===== src/rtl/step_counter_pkg.sv =====
// Shared constants for the step counter slice.
// Ports: none (package only).
// Holds direction and limit-mode encodings used by step_counter and its bench.
package step_counter_pkg;

  // Direction encoding for i_dir.
  localparam logic DIR_UP   = 1'b1;
  localparam logic DIR_DOWN = 1'b0;

  // Limit behaviour selected by the SATURATE parameter.
  localparam int MODE_WRAP = 0;
  localparam int MODE_SAT  = 1;

endpackage : step_counter_pkg


===== src/rtl/addsub_n.sv =====
// Purpose: combinational WIDTH-bit adder/subtractor with carry/borrow out.
// Latency: 0 cycles (pure combinational, no state).
// Ports: i_a, i_b operands; i_sub selects a-b (1) or a+b (0);
//        o_res low WIDTH bits of the result; o_cout carry (add) or borrow (sub).
module addsub_n #(
  parameter int WIDTH = 16
) (
  input  logic [WIDTH-1:0] i_a,
  input  logic [WIDTH-1:0] i_b,
  input  logic             i_sub,
  output logic [WIDTH-1:0] o_res,
  output logic             o_cout
);

  logic [WIDTH:0] w_ext;

  // Both operands are zero-extended by one bit; for a subtraction the top bit
  // of the WIDTH+1 result is set exactly when b > a, i.e. a borrow occurred.
  always_comb begin
    if (i_sub) begin
      w_ext = {1'b0, i_a} - {1'b0, i_b};
    end else begin
      w_ext = {1'b0, i_a} + {1'b0, i_b};
    end
  end

  assign o_res  = w_ext[WIDTH-1:0];
  assign o_cout = w_ext[WIDTH];

endmodule : addsub_n


===== src/rtl/step_counter.sv =====
// Purpose: up/down counter with variable step, parallel load, wrap or clamp at
//          the limits, one-cycle limit pulse and a sticky limit flag.
// Latency: 1 cycle from inputs to o_count/o_limit/o_ovf_sticky; o_zero/o_max
//          decode the count register only. No backpressure; inputs act every edge.
// Ports: i_clk, i_rst (sync active-high); i_en, i_dir, i_step step control;
//        i_load, i_load_val parallel load; i_clr_flags clears the sticky flag;
//        o_count, o_limit, o_ovf_sticky, o_zero, o_max status outputs.
module step_counter
  import step_counter_pkg::*;
#(
  parameter int               WIDTH     = 16,
  parameter int               STEP_W    = 4,
  parameter int               SATURATE  = MODE_WRAP,
  parameter logic [WIDTH-1:0] RESET_VAL = '0
) (
  input  logic              i_clk,
  input  logic              i_rst,
  input  logic              i_en,
  input  logic              i_dir,
  input  logic [STEP_W-1:0] i_step,
  input  logic              i_load,
  input  logic [WIDTH-1:0]  i_load_val,
  input  logic              i_clr_flags,
  output logic [WIDTH-1:0]  o_count,
  output logic              o_limit,
  output logic              o_ovf_sticky,
  output logic              o_zero,
  output logic              o_max
);

  logic [WIDTH-1:0] r_count;
  logic             r_limit;
  logic             r_ovf_sticky;

  logic [WIDTH-1:0] w_step_ext;
  logic             w_sub;
  logic [WIDTH-1:0] w_sum;
  logic             w_cout;
  logic             w_event;
  logic [WIDTH-1:0] w_clamp_val;
  logic [WIDTH-1:0] w_step_val;

  assign w_step_ext = WIDTH'(i_step);
  assign w_sub      = (i_dir == DIR_DOWN);

  addsub_n #(
    .WIDTH (WIDTH)
  ) u_addsub (
    .i_a    (r_count),
    .i_b    (w_step_ext),
    .i_sub  (w_sub),
    .o_res  (w_sum),
    .o_cout (w_cout)
  );

  // A zero step can never carry or borrow, so it never raises an event.
  // Load has priority over stepping, so a step under load is not an event.
  assign w_event = i_en & ~i_load & w_cout;

  // Clamp target: top of range going up, bottom going down.
  assign w_clamp_val = (i_dir == DIR_UP) ? '1 : '0;

  // Wrap mode keeps the modulo result; saturate mode clamps on an event.
  assign w_step_val = (SATURATE == MODE_SAT && w_cout) ? w_clamp_val : w_sum;

  always_ff @(posedge i_clk) begin
    if (i_rst) begin
      r_count      <= RESET_VAL;
      r_limit      <= 1'b0;
      r_ovf_sticky <= 1'b0;
    end else begin
      if (i_load) begin
        r_count <= i_load_val;
        r_limit <= 1'b0;
      end else if (i_en) begin
        r_count <= w_step_val;
        r_limit <= w_cout;
      end else begin
        r_limit <= 1'b0;
      end

      // A set on the same edge as a clear wins.
      if (w_event) begin
        r_ovf_sticky <= 1'b1;
      end else if (i_clr_flags) begin
        r_ovf_sticky <= 1'b0;
      end
    end
  end

  assign o_count      = r_count;
  assign o_limit      = r_limit;
  assign o_ovf_sticky = r_ovf_sticky;
  assign o_zero       = (r_count == '0);
  assign o_max        = (r_count == '1);

endmodule : step_counter


===== config.mk =====
export PLATFORM = sky130hd
export DESIGN_NAME = step_counter
export DESIGN_NICKNAME = d
export VERILOG_FILES = /design/src/rtl/step_counter_pkg.sv /design/src/rtl/addsub_n.sv /design/src/rtl/step_counter.sv
export SDC_FILE = /design/constraint.sdc
export NUM_CORES = 1
export LEC_CHECK = 0
export CORE_MARGIN = 4
export CORE_UTILIZATION = 45
export CTS_CLUSTER_SIZE = 12
export DETAILED_ROUTE_END_ITERATION = 8
export GPL_TIMING_DRIVEN = 0
export PLACE_DENSITY = 0.89
export SLEW_MARGIN = 40
export SYNTH_ARGS = -nofsm -noshare
export SYNTH_HDL_FRONTEND = slang
export SYNTH_SLANG_ARGS = --single-unit

===== constraint.sdc =====
create_clock -name i_clk -period 3.03 [get_ports i_clk]
set_input_delay 0.606 -clock i_clk [delete_from_list [all_inputs] [get_ports i_clk]]
set_output_delay 0.606 -clock i_clk [all_outputs]
set_load 0.02 [all_outputs]

* Yosys cells after proc, flatten, opt, wreduce, memory -nomap -nowiden
Index checks and enable logic that the tools add are counted.
** Word-level totals
- RAM bits :: 0
- Output and inout port bits :: 20
- Memories :: 0
- Latch bits :: 0
- Word-level logic and storage cells :: 19
- Memory bits (read-only) :: 0
- Flip-flop bits (word level) :: 18
** Operators by class
- Shift operators :: 0
- Muxes and demuxes :: 5
- $add $sub $neg :: 2
- Equality and inequality tests :: 1
- Bitwise logic cells :: 4
- Reduce and logical (&&, ||, !) cells :: 4
- Divide/modulo/power cells :: 0
- Magnitude comparators :: 0
- Multiply operators :: 0
** Operators with widths (number)
- $mux W16 :: 2
- $add A16 B4 Y17 :: 1
- $mux W17 :: 1
- $sub A16 B4 Y17 :: 1
- $eq A16 B16 Y1 const B :: 1
- $logic_not A16 Y1 :: 1
- $reduce_bool A2 Y1 :: 2
- $reduce_or A3 Y1 :: 1
- $and A1 B1 Y1 :: 2
- $mux W1 :: 2
- $not A1 Y1 :: 2

* Longest topological paths before layout
Gate-level depths: netlist of run 1.
- Depth after elaboration :: 4
- Gate-level depth with buffers :: 11
- Depth with buffers taken out :: 11

* By module
From an unflattened synthesis of run 1, not the netlist that was laid out.
** Unflattened totals
- Cells, all modules :: 248
- Area, all modules :: 2074.5 sq um
** Modules (own cells, without submodules)
- addsub_n :: sequential area each 0.0 sq um, instances 1, area an instance 1159.9 sq um, cells an instance 160
- step_counter :: sequential area each 360.3 sq um, instances 1, area an instance 914.6 sq um, cells an instance 88

* Least setup slack after synthesis of run 1
OpenSTA, ideal clock, no wires.
- Path kind :: in2reg
- Start point :: in i_step[0]
- End point :: reg r_count[14] (netlist: o_count[14])
- Data arrival time :: 2.881 ns
- Stages :: 10
- Path slack :: 0.037 ns
- Data required time :: 2.918 ns
- Path through :: inv_1 -> ha_1 -> a21oi_1 -> ha_1 -> a21oi_1 -> o211ai_1 -> or3_1 -> o21ai_1 -> xor2_1 -> a2111oi_1
** Between the ends
- Longest elaborated chain between the ends :: 4
** RTL lines
- start: declaration :: RTL line step_counter.sv:20 : input logic [STEP_W-1:0] i_step,
- $sub A16 B4 Y17 or $add A16 B4 Y17 (tied branches) :: RTL line addsub_n.sv:21, addsub_n.sv:23
- $mux W17 * :: RTL line addsub_n.sv:20 : if (i_sub) begin
- $mux W16 * :: RTL line step_counter.sv:75 : end else if (i_en) begin
- $mux W16 * :: RTL line step_counter.sv:72 : if (i_load) begin
- end signal: assignment :: RTL line step_counter.sv:73 : r_count <= i_load_val;
- end signal: assignment :: RTL line step_counter.sv:76 : r_count <= w_step_val;
- end: declaration :: RTL line step_counter.sv:31 : logic [WIDTH-1:0] r_count;
Mark *: on every way between the ends. The rest lies on a longest branch, timed or not. The select of a mux whose other input is x is not followed.
A chain may end at the register's enable or synchronous reset.

* Worst setup path in the final report of run 1
- Start point :: in i_step[0]
- End point :: reg r_count[11] (netlist: o_count[11])
Same word-level chain as after synthesis.

==> summary.txt, run 1 <==
Run status
  – Outcome: complete, no violations

CTS
  – Htree depth: 1
  – Maximum buffer depth of the clock tree: 2
  – CTS buffer count: 3
  – Worst-Skew Late Latency: 0.26 ns
  – # clock sinks: 18
  – CTS root buffer: clkbuf_8
  – TritonCTS clock tree: built
  – Clock slew at reported path FFs: 0.07 ns

Synthesis
  – Fraction of registers with async set/reset: 0
  – Post-synthesis sequential area ratio: 0.192
  – Synthesized Nets: 288
  – Post-synth cell types: 58
  – Post-synth EDFFs: 0
  – Register bit count reported by yosys: 18
  – Ys Warns: 0
  – Leading register cell type out of synthesis: dfxtp_1
  – Cell count after synthesis: 243
  – Netlist Area Pre-Place: 0.00188 sq mm
  – Synthesized area per cell: 7.72 sq um

Place
  – I/O Buffers: 43
  – DP Worst Slack: -1.10 ns
  – Global placement routability congestion: 0.886
  – Half-perimeter wire length of the detailed placement result: 4480 um
  – Placed Cells incl. Taps: 336

Worst setup path
  – Number of buffers and inverters on the critical path: 2
  – Worst EP arrival: 3.13 ns
  – Ordered list of cells on the worst path: clkdlybuf4s15_1, inv_1, ha_1, a21oi_4, ha_2, a21o_1, or3_4, o2111ai_1, o211ai_1, xnor2_1, o221ai_1
  – Cell family contributing the most delay on the critical path: compound AO/OA/AOI/OAI gates
  – Endpoint kind of the worst setup timing path: flop
  – Peak per-stage delay on the critical path: 0.37 ns
  – Setup Crit Path Kind: primary input to flop
  – Cell with the biggest individual delay on the critical path: ha_2
  – Crit start category: primary input
  – Data required time of the critical path: 3.16 ns
  – CP max FO: 6

Detailed routing
  – Iteration-0 DRC Markers: 218
  – Number of remaining DRC errors: 0
  – Detailed-route wire length: 5950 um
  – Drt via density: 6.18
  – Count of vias placed by the detailed router: 2137
  – Wire length per cell: 17.2 um
  – Number of nets still failing antenna checks after routing: 0
  – Drt pass-1 iters: 5

Timing
  – Fin Clk Skew: 0.00350 ns
  – Fmax: 333 MHz
  – Tightest slew margin relative to the limit: 0.672
  – Clock period minus worst slack: 3.00 ns
  – RSZ-0062 raised after global routing: yes
  – Pin slew with the least headroom to its limit: 0.493 ns
  – Final Setup Violations: 0
  – Setup slack of the critical path after layout: 0.0298 ns
  – Final clock period utilization by the worst path: 0.990
  – Final hold vios: 0
  – Count of pins over their slew limit: 0
  – Final TNS setup: 0 ns

Cells and area
  – Final standard cell count with taps included and fillers excluded: 346
  – Syn-to-layout area delta: 39.1%
  – Area used by multi-input combinational logic: 0.00153 sq mm
  – Filler Cell Count: 329
  – Ant. Diodes: 0
  – Flip-flop and latch area: 360 sq um
  – Layout cell share with drive strength beyond 1: 0.155
  – Final Net Count: 342

Min path
  – Path type of the worst min-delay path: flop to flop

Die
  – Horiz. Die Dim: 72.6 um
  – Area of the die: 0.00526 sq mm
  – Number of top-level pins: 46
  – Die span in y: 72.6 um
  – Starting density of the core: 0.466
  – Core area: 0.00403 sq mm
  – Rows: 23

Global routing
  – Number of global-route vias before repair: 2024
  – All-layer global routing usage: 0.222
  – Sum of overflow across all layers after global routing: 0
  – Pin count of the biggest net entering global routing: 11
  – Global-route wire length before repair: 9470 um
  – Antenna violations before repair: 0

Pwr
  – Cell leakage power: 1.04 nW
  – Maximum VDD drop: 0.288 mV
  – Areal power density over the cells: 389 mW/mm^2
  – Post-layout total power: 1.01 mW

Job
  – Max-cap viol count: 0
[layout make-up]
type,instances,area share
multi-input combinational,201,0.588
timing repair buffer,50,0.185
sequential,18,0.138
tap,50,0.0240
buffer,8,0.0230
inverter,15,0.0216
clock buffer,4,0.0211
[per-stage QoR]
stage	util	cell area (sq um)	hold slack, ns
after global placement	0.588	2370	0.457
final	0.648	2610	0.477
after global routing	0.648	2610	0.519
after CTS	0.625	2520	0.479
after detailed placement	0.588	2370	0.459
after floorplan	-	1880	0.547
[sequential cells by signal, indices dropped and copies added, names as in the netlist]
name	count
o_ovf_sticky	1
o_count	16
o_limit	1
[per-layer routing]
layer  GRT usage  up-vias  wire length, um
li1            -     1012                -
met2       0.374      116             2860
met5           0        -                0
met4      0.0738        0              177
met1       0.288      990             2470
met3      0.0346       19              441
[power breakdown]
part | leakage (nW) | total, mW | internal (mW) | switching [mW]
combinational | 0.858 | 0.519 | 0.240 | 0.279
clock | 0.0288 | 0.200 | 0.116 | 0.0847
sequential | 0.149 | 0.295 | 0.258 | 0.0367
[worst register-to-register path, delay by kind of cell, from the launching register on]
family / cells / cell delay [ns]
AND/OR/NAND/NOR: 2 / 0.31
XOR/XNOR: 1 / 0.19
buffers and inverters: 1 / 0.08
flip-flops: 1 / 0.43
AO/OA/AOI/OAI: 3 / 0.73
adder cells (fa/ha/maj): 2 / 0.67
[cell usage after synthesis (3+ instances only)]
| library cell | instances | area share |
|---|---|---|
| nor2_1 | 25 | 0.050 |
| dfxtp_1 | 18 | 0.19 |
| nand2_1 | 16 | 0.032 |
| nand2b_1 | 4 | 0.013 |
| o211ai_1 | 4 | 0.016 |
| and2_1 | 3 | 0.010 |
| xnor2_1 | 7 | 0.033 |
| a21o_1 | 6 | 0.024 |
| a21oi_1 | 25 | 0.067 |
| ha_1 | 18 | 0.12 |
| a211oi_1 | 4 | 0.016 |
| inv_1 | 15 | 0.030 |
| o21ai_0 | 7 | 0.019 |
| or3_1 | 3 | 0.010 |
| buf_6 | 4 | 0.024 |
| nand4_1 | 4 | 0.013 |
| clkbuf_1 | 4 | 0.0080 |
| mux2i_1 | 3 | 0.016 |
| nor4_1 | 6 | 0.020 |
| nand3_1 | 9 | 0.024 |
| nor2b_1 | 5 | 0.017 |
| nor3_1 | 5 | 0.013 |
| xor2_1 | 4 | 0.019 |
[timing repair]
item                       in CTS  in global routing
resized for setup              21                 12
setup endpoints to repair      13                  9
gates cloned                    0                  0
buffers inserted                2                  5
pin swaps                       8                  9
hold buffers                    0                  0
[placed cells by master, fill, tap and decap left out, drive strengths merged, types with 7 or more instances in the layout]
| cell type | n |
|---|---|
| inv | 15 |
| nor2 | 26 |
| dfxtp | 18 |
| nand3 | 9 |
| nand2 | 16 |
| xnor2 | 7 |
| o21ai | 9 |
| buf | 11 |
| clkdlybuf4s50 | 38 |
| clkbuf | 8 |
| a21o | 7 |
| ha | 18 |
| a21oi | 26 |
[cells by family (layout without fill, tap and decap cells)]
logic type / after synthesis / count (layout) / share of synthesized area
adders and majority gates: 19 / 19 / 0.131
xor gates and xnor gates: 11 / 11 / 0.0514
and+or+nand+nor: 89 / 89 / 0.242
muxes: 5 / 5 / 0.0280
buffers and inverters: 24 / 77 / 0.0647
AOI/OAI and AO/OA: 77 / 77 / 0.291
DFF: 18 / 18 / 0.192
[worst paths after layout]
check        cells past startpoint            to         start  slack (ns)
max                             11   o_count[11]     i_step[0]        0.03
min                              2  o_ovf_sticky  o_ovf_sticky        0.48
max reg2reg                      9   o_count[10]    o_count[0]        0.49
min reg2reg                      2  o_ovf_sticky  o_ovf_sticky        0.48
Power figures use the tool's default switching activity.
==> run 2: changes to the inputs <==
--- a/config.mk
+++ b/config.mk
@@ -5,13 +5,14 @@
 export SDC_FILE = /design/constraint.sdc
 export NUM_CORES = 1
 export LEC_CHECK = 0
+export CELL_PAD_IN_SITES_DETAIL_PLACEMENT = 2
+export CELL_PAD_IN_SITES_GLOBAL_PLACEMENT = 2
 export CORE_MARGIN = 4
-export CORE_UTILIZATION = 45
+export CORE_UTILIZATION = 25
 export CTS_CLUSTER_SIZE = 12
 export DETAILED_ROUTE_END_ITERATION = 8
 export GPL_TIMING_DRIVEN = 0
-export PLACE_DENSITY = 0.89
-export SLEW_MARGIN = 40
+export PLACE_DENSITY_LB_ADDON = 0.1
 export SYNTH_ARGS = -nofsm -noshare
 export SYNTH_HDL_FRONTEND = slang
 export SYNTH_SLANG_ARGS = --single-unit
==> run 2 against run 1 <==
  * Critical path depth is 2 lower
  * Clock skew is 0.0023 ns lower
  * First-iteration DRC count is 87% lower
  * Non-clock buffer count is 1 lower
  * Critical path type unchanged
  * Highest routed layer unchanged
==> summary.txt, run 2 (synthesis results as in run 1) <==
Detailed routing
  – Detailed-route wire length: 7530 um (was 5950 um)
  – Iteration-0 DRC Markers: 29 (was 218)
  – Number of remaining DRC errors: 0 (unchanged)
  – Drt via density: 5.25 (was 6.18)
  – Count of vias placed by the detailed router: 2063 (was 2137)
  – Wire length per cell: 19.2 um (was 17.2 um)
  – Drt pass-1 iters: 4 (was 5)
  – Number of nets still failing antenna checks after routing: 0 (unchanged)

Place
  – Half-perimeter wire length of the detailed placement result: 6040 um (was 4480 um)
  – Global placement routability congestion: 0.872 (was 0.886)
  – I/O Buffers: 43 (unchanged)

Die
  – Number of top-level pins: 46 (unchanged)
  – Core area: 0.00725 sq mm (was 0.00403 sq mm)
  – Starting density of the core: 0.259 (was 0.466)
  – Horiz. Die Dim: 94.6 um (was 72.6 um)
  – Rows: 31 (was 23)
  – Area of the die: 0.00895 sq mm (was 0.00526 sq mm)
  – Die span in y: 94.6 um (was 72.6 um)

CTS
  – CTS buffer count: 3 (unchanged)
  – TritonCTS clock tree: built (unchanged)
  – Htree depth: 1 (unchanged)
  – Clock slew at reported path FFs: 0.07 ns (about the same)
  – # clock sinks: 18 (unchanged)
  – CTS root buffer: clkbuf_8 (unchanged)
  – Maximum buffer depth of the clock tree: 2 (unchanged)
  – Worst-Skew Late Latency: 0.25 ns (was 0.26 ns)

Timing
  – Final TNS setup: 0 ns (unchanged)
  – Tightest slew margin relative to the limit: 0.628 (was 0.672)
  – RSZ-0062 raised after global routing: no (was yes)
  – Final hold vios: 0 (unchanged)
  – Fin Clk Skew: 0.00116 ns (was 0.00350 ns)
  – Final clock period utilization by the worst path: 0.948 (was 0.990)
  – Fmax: 348 MHz (was 333 MHz)
  – Count of pins over their slew limit: 0 (unchanged)
  – Final Setup Violations: 0 (unchanged)
  – Pin slew with the least headroom to its limit: 0.558 ns (was 0.493 ns)
  – Clock period minus worst slack: 2.87 ns (was 3.00 ns)

Min path
  – Path type of the worst min-delay path: flop to flop (unchanged)

Cells and area
  – Largest register FFs: 16 (unchanged)
  – Leading cell types in the layout, fill and taps excluded: clkdlybuf4s50_1, nor2_1, a21oi_1 (unchanged)
  – Most common cell after layout, fill and taps aside: clkdlybuf4s50_1 (unchanged)
  – Ant. Diodes: 0 (unchanged)
  – Final Net Count: 341 (was 342)
  – Syn-to-layout area delta: 42.0% (was 39.1%)
  – Layout cell share with drive strength beyond 1: 0.170 (was 0.155)
  – Filler Cell Count: 842 (was 329)

Global routing
  – Pin count of the biggest net entering global routing: 11 (unchanged)
  – All-layer global routing usage: 0.171 (was 0.222)
  – Sum of overflow across all layers after global routing: 0 (unchanged)
  – Number of global-route vias before repair: 2148 (was 2024)
  – Antenna violations before repair: 0 (unchanged)
  – Global-route wire length before repair: 11900 um (was 9470 um)

Worst setup path
  – Worst EP arrival: 2.99 ns (was 3.13 ns)
  – CP max FO: 6 (unchanged)
  – Endpoint kind of the worst setup timing path: flop (unchanged)
  – Setup Crit Path Kind: primary input to flop (unchanged)
  – Data required time of the critical path: 3.15 ns (was 3.16 ns)
  – Crit start category: primary input (unchanged)

Pwr
  – Maximum VDD drop: 0.203 mV (was 0.288 mV)
  – Areal power density over the cells: 380 mW/mm^2 (was 389 mW/mm^2)
  – Post-layout total power: 1.01 mW (about the same)
  – Cell leakage power: 1.04 nW (about the same)

Run status
  – Outcome: complete, no violations (unchanged)

Job
  – Max-cap viol count: 0 (unchanged)
run 2: timing repair:
action,CTS,global route
pin swaps,12,6
resized for setup,33,12
setup buffers,4,1
setup endpoints to repair,13,11
hold buffers,0,0
run 2: through the flow:
step	instances	utilization	setup slack, ns	hold WS (ns)	cell area, sq um
3_3_place_gp	385	0.335	-1.19	0.467	2430
6_report	393	0.367	0.158	0.498	2660
3_5_place_dp	385	0.335	-1.29	0.486	2430
4_1_cts	392	0.364	0.00391	0.504	2640
2_1_floorplan	243	-	0.0373	0.547	1880
5_1_grt	393	0.367	0.0312	0.553	2660
run 2: report_power, final:
| group | total, mW | internal (mW) | switching [mW] | leakage [nW] |
|---|---|---|---|---|
| clock | 0.170 | 0.0883 | 0.0818 | 0.0216 |
| sequential | 0.297 | 0.258 | 0.0395 | 0.149 |
| combinational | 0.545 | 0.244 | 0.301 | 0.869 |
| total | 1.01 | 0.590 | 0.423 | 1.04 |
run 2: layout make-up:
cell class                      instances  area [sq um]  share of cell area
Inverter                               15          56.3              0.0211
Multi-Input combinational cell        201          1560               0.587
Clock buffer                            3          41.3              0.0155
Tap cell                               99           124              0.0465
Buffer                                  9          65.1              0.0244
Sequential cell                        18           360               0.135
Timing Repair Buffer                   48           454               0.171
run 2: per-layer routing:
metal  vias to the layer above  wire length (um)  GRT usage
met4                         0                33     0.0288
li1                       1009                 -          -
met3                         2               156    0.00717
met2                        27              3460      0.272
met1                      1025              3880      0.256
met5                         -                 0          0
run 2: critical path: stages:
cell           delay (ns)
dlygate4sd2_1        0.42
mux2_2               0.40
ha_1                 0.33
a211oi_4             0.29
nor2_2               0.11
o2111ai_2            0.20
o211ai_1             0.13
xnor2_1              0.32
o221ai_1             0.17
run 2: path summary, 6_finish.rpt:
path	start	endpoint	slack [ns]	cells after the start
max reg2reg	o_count[0]	o_count[12]	0.45	9
min reg2reg	o_ovf_sticky	o_ovf_sticky	0.50	2
min	o_ovf_sticky	o_ovf_sticky	0.50	2
max	i_dir	o_count[11]	0.16	9
==> run 3: changes to the inputs <==
--- a/config.mk
+++ b/config.mk
@@ -5,6 +5,7 @@
 export SDC_FILE = /design/constraint.sdc
 export NUM_CORES = 1
 export LEC_CHECK = 0
+export ABC_AREA = 0
 export CELL_PAD_IN_SITES_DETAIL_PLACEMENT = 2
 export CELL_PAD_IN_SITES_GLOBAL_PLACEMENT = 2
 export CORE_MARGIN = 4
==> results of run 3 <==
Final layout, timing and power as in run 2 (identical DEF).
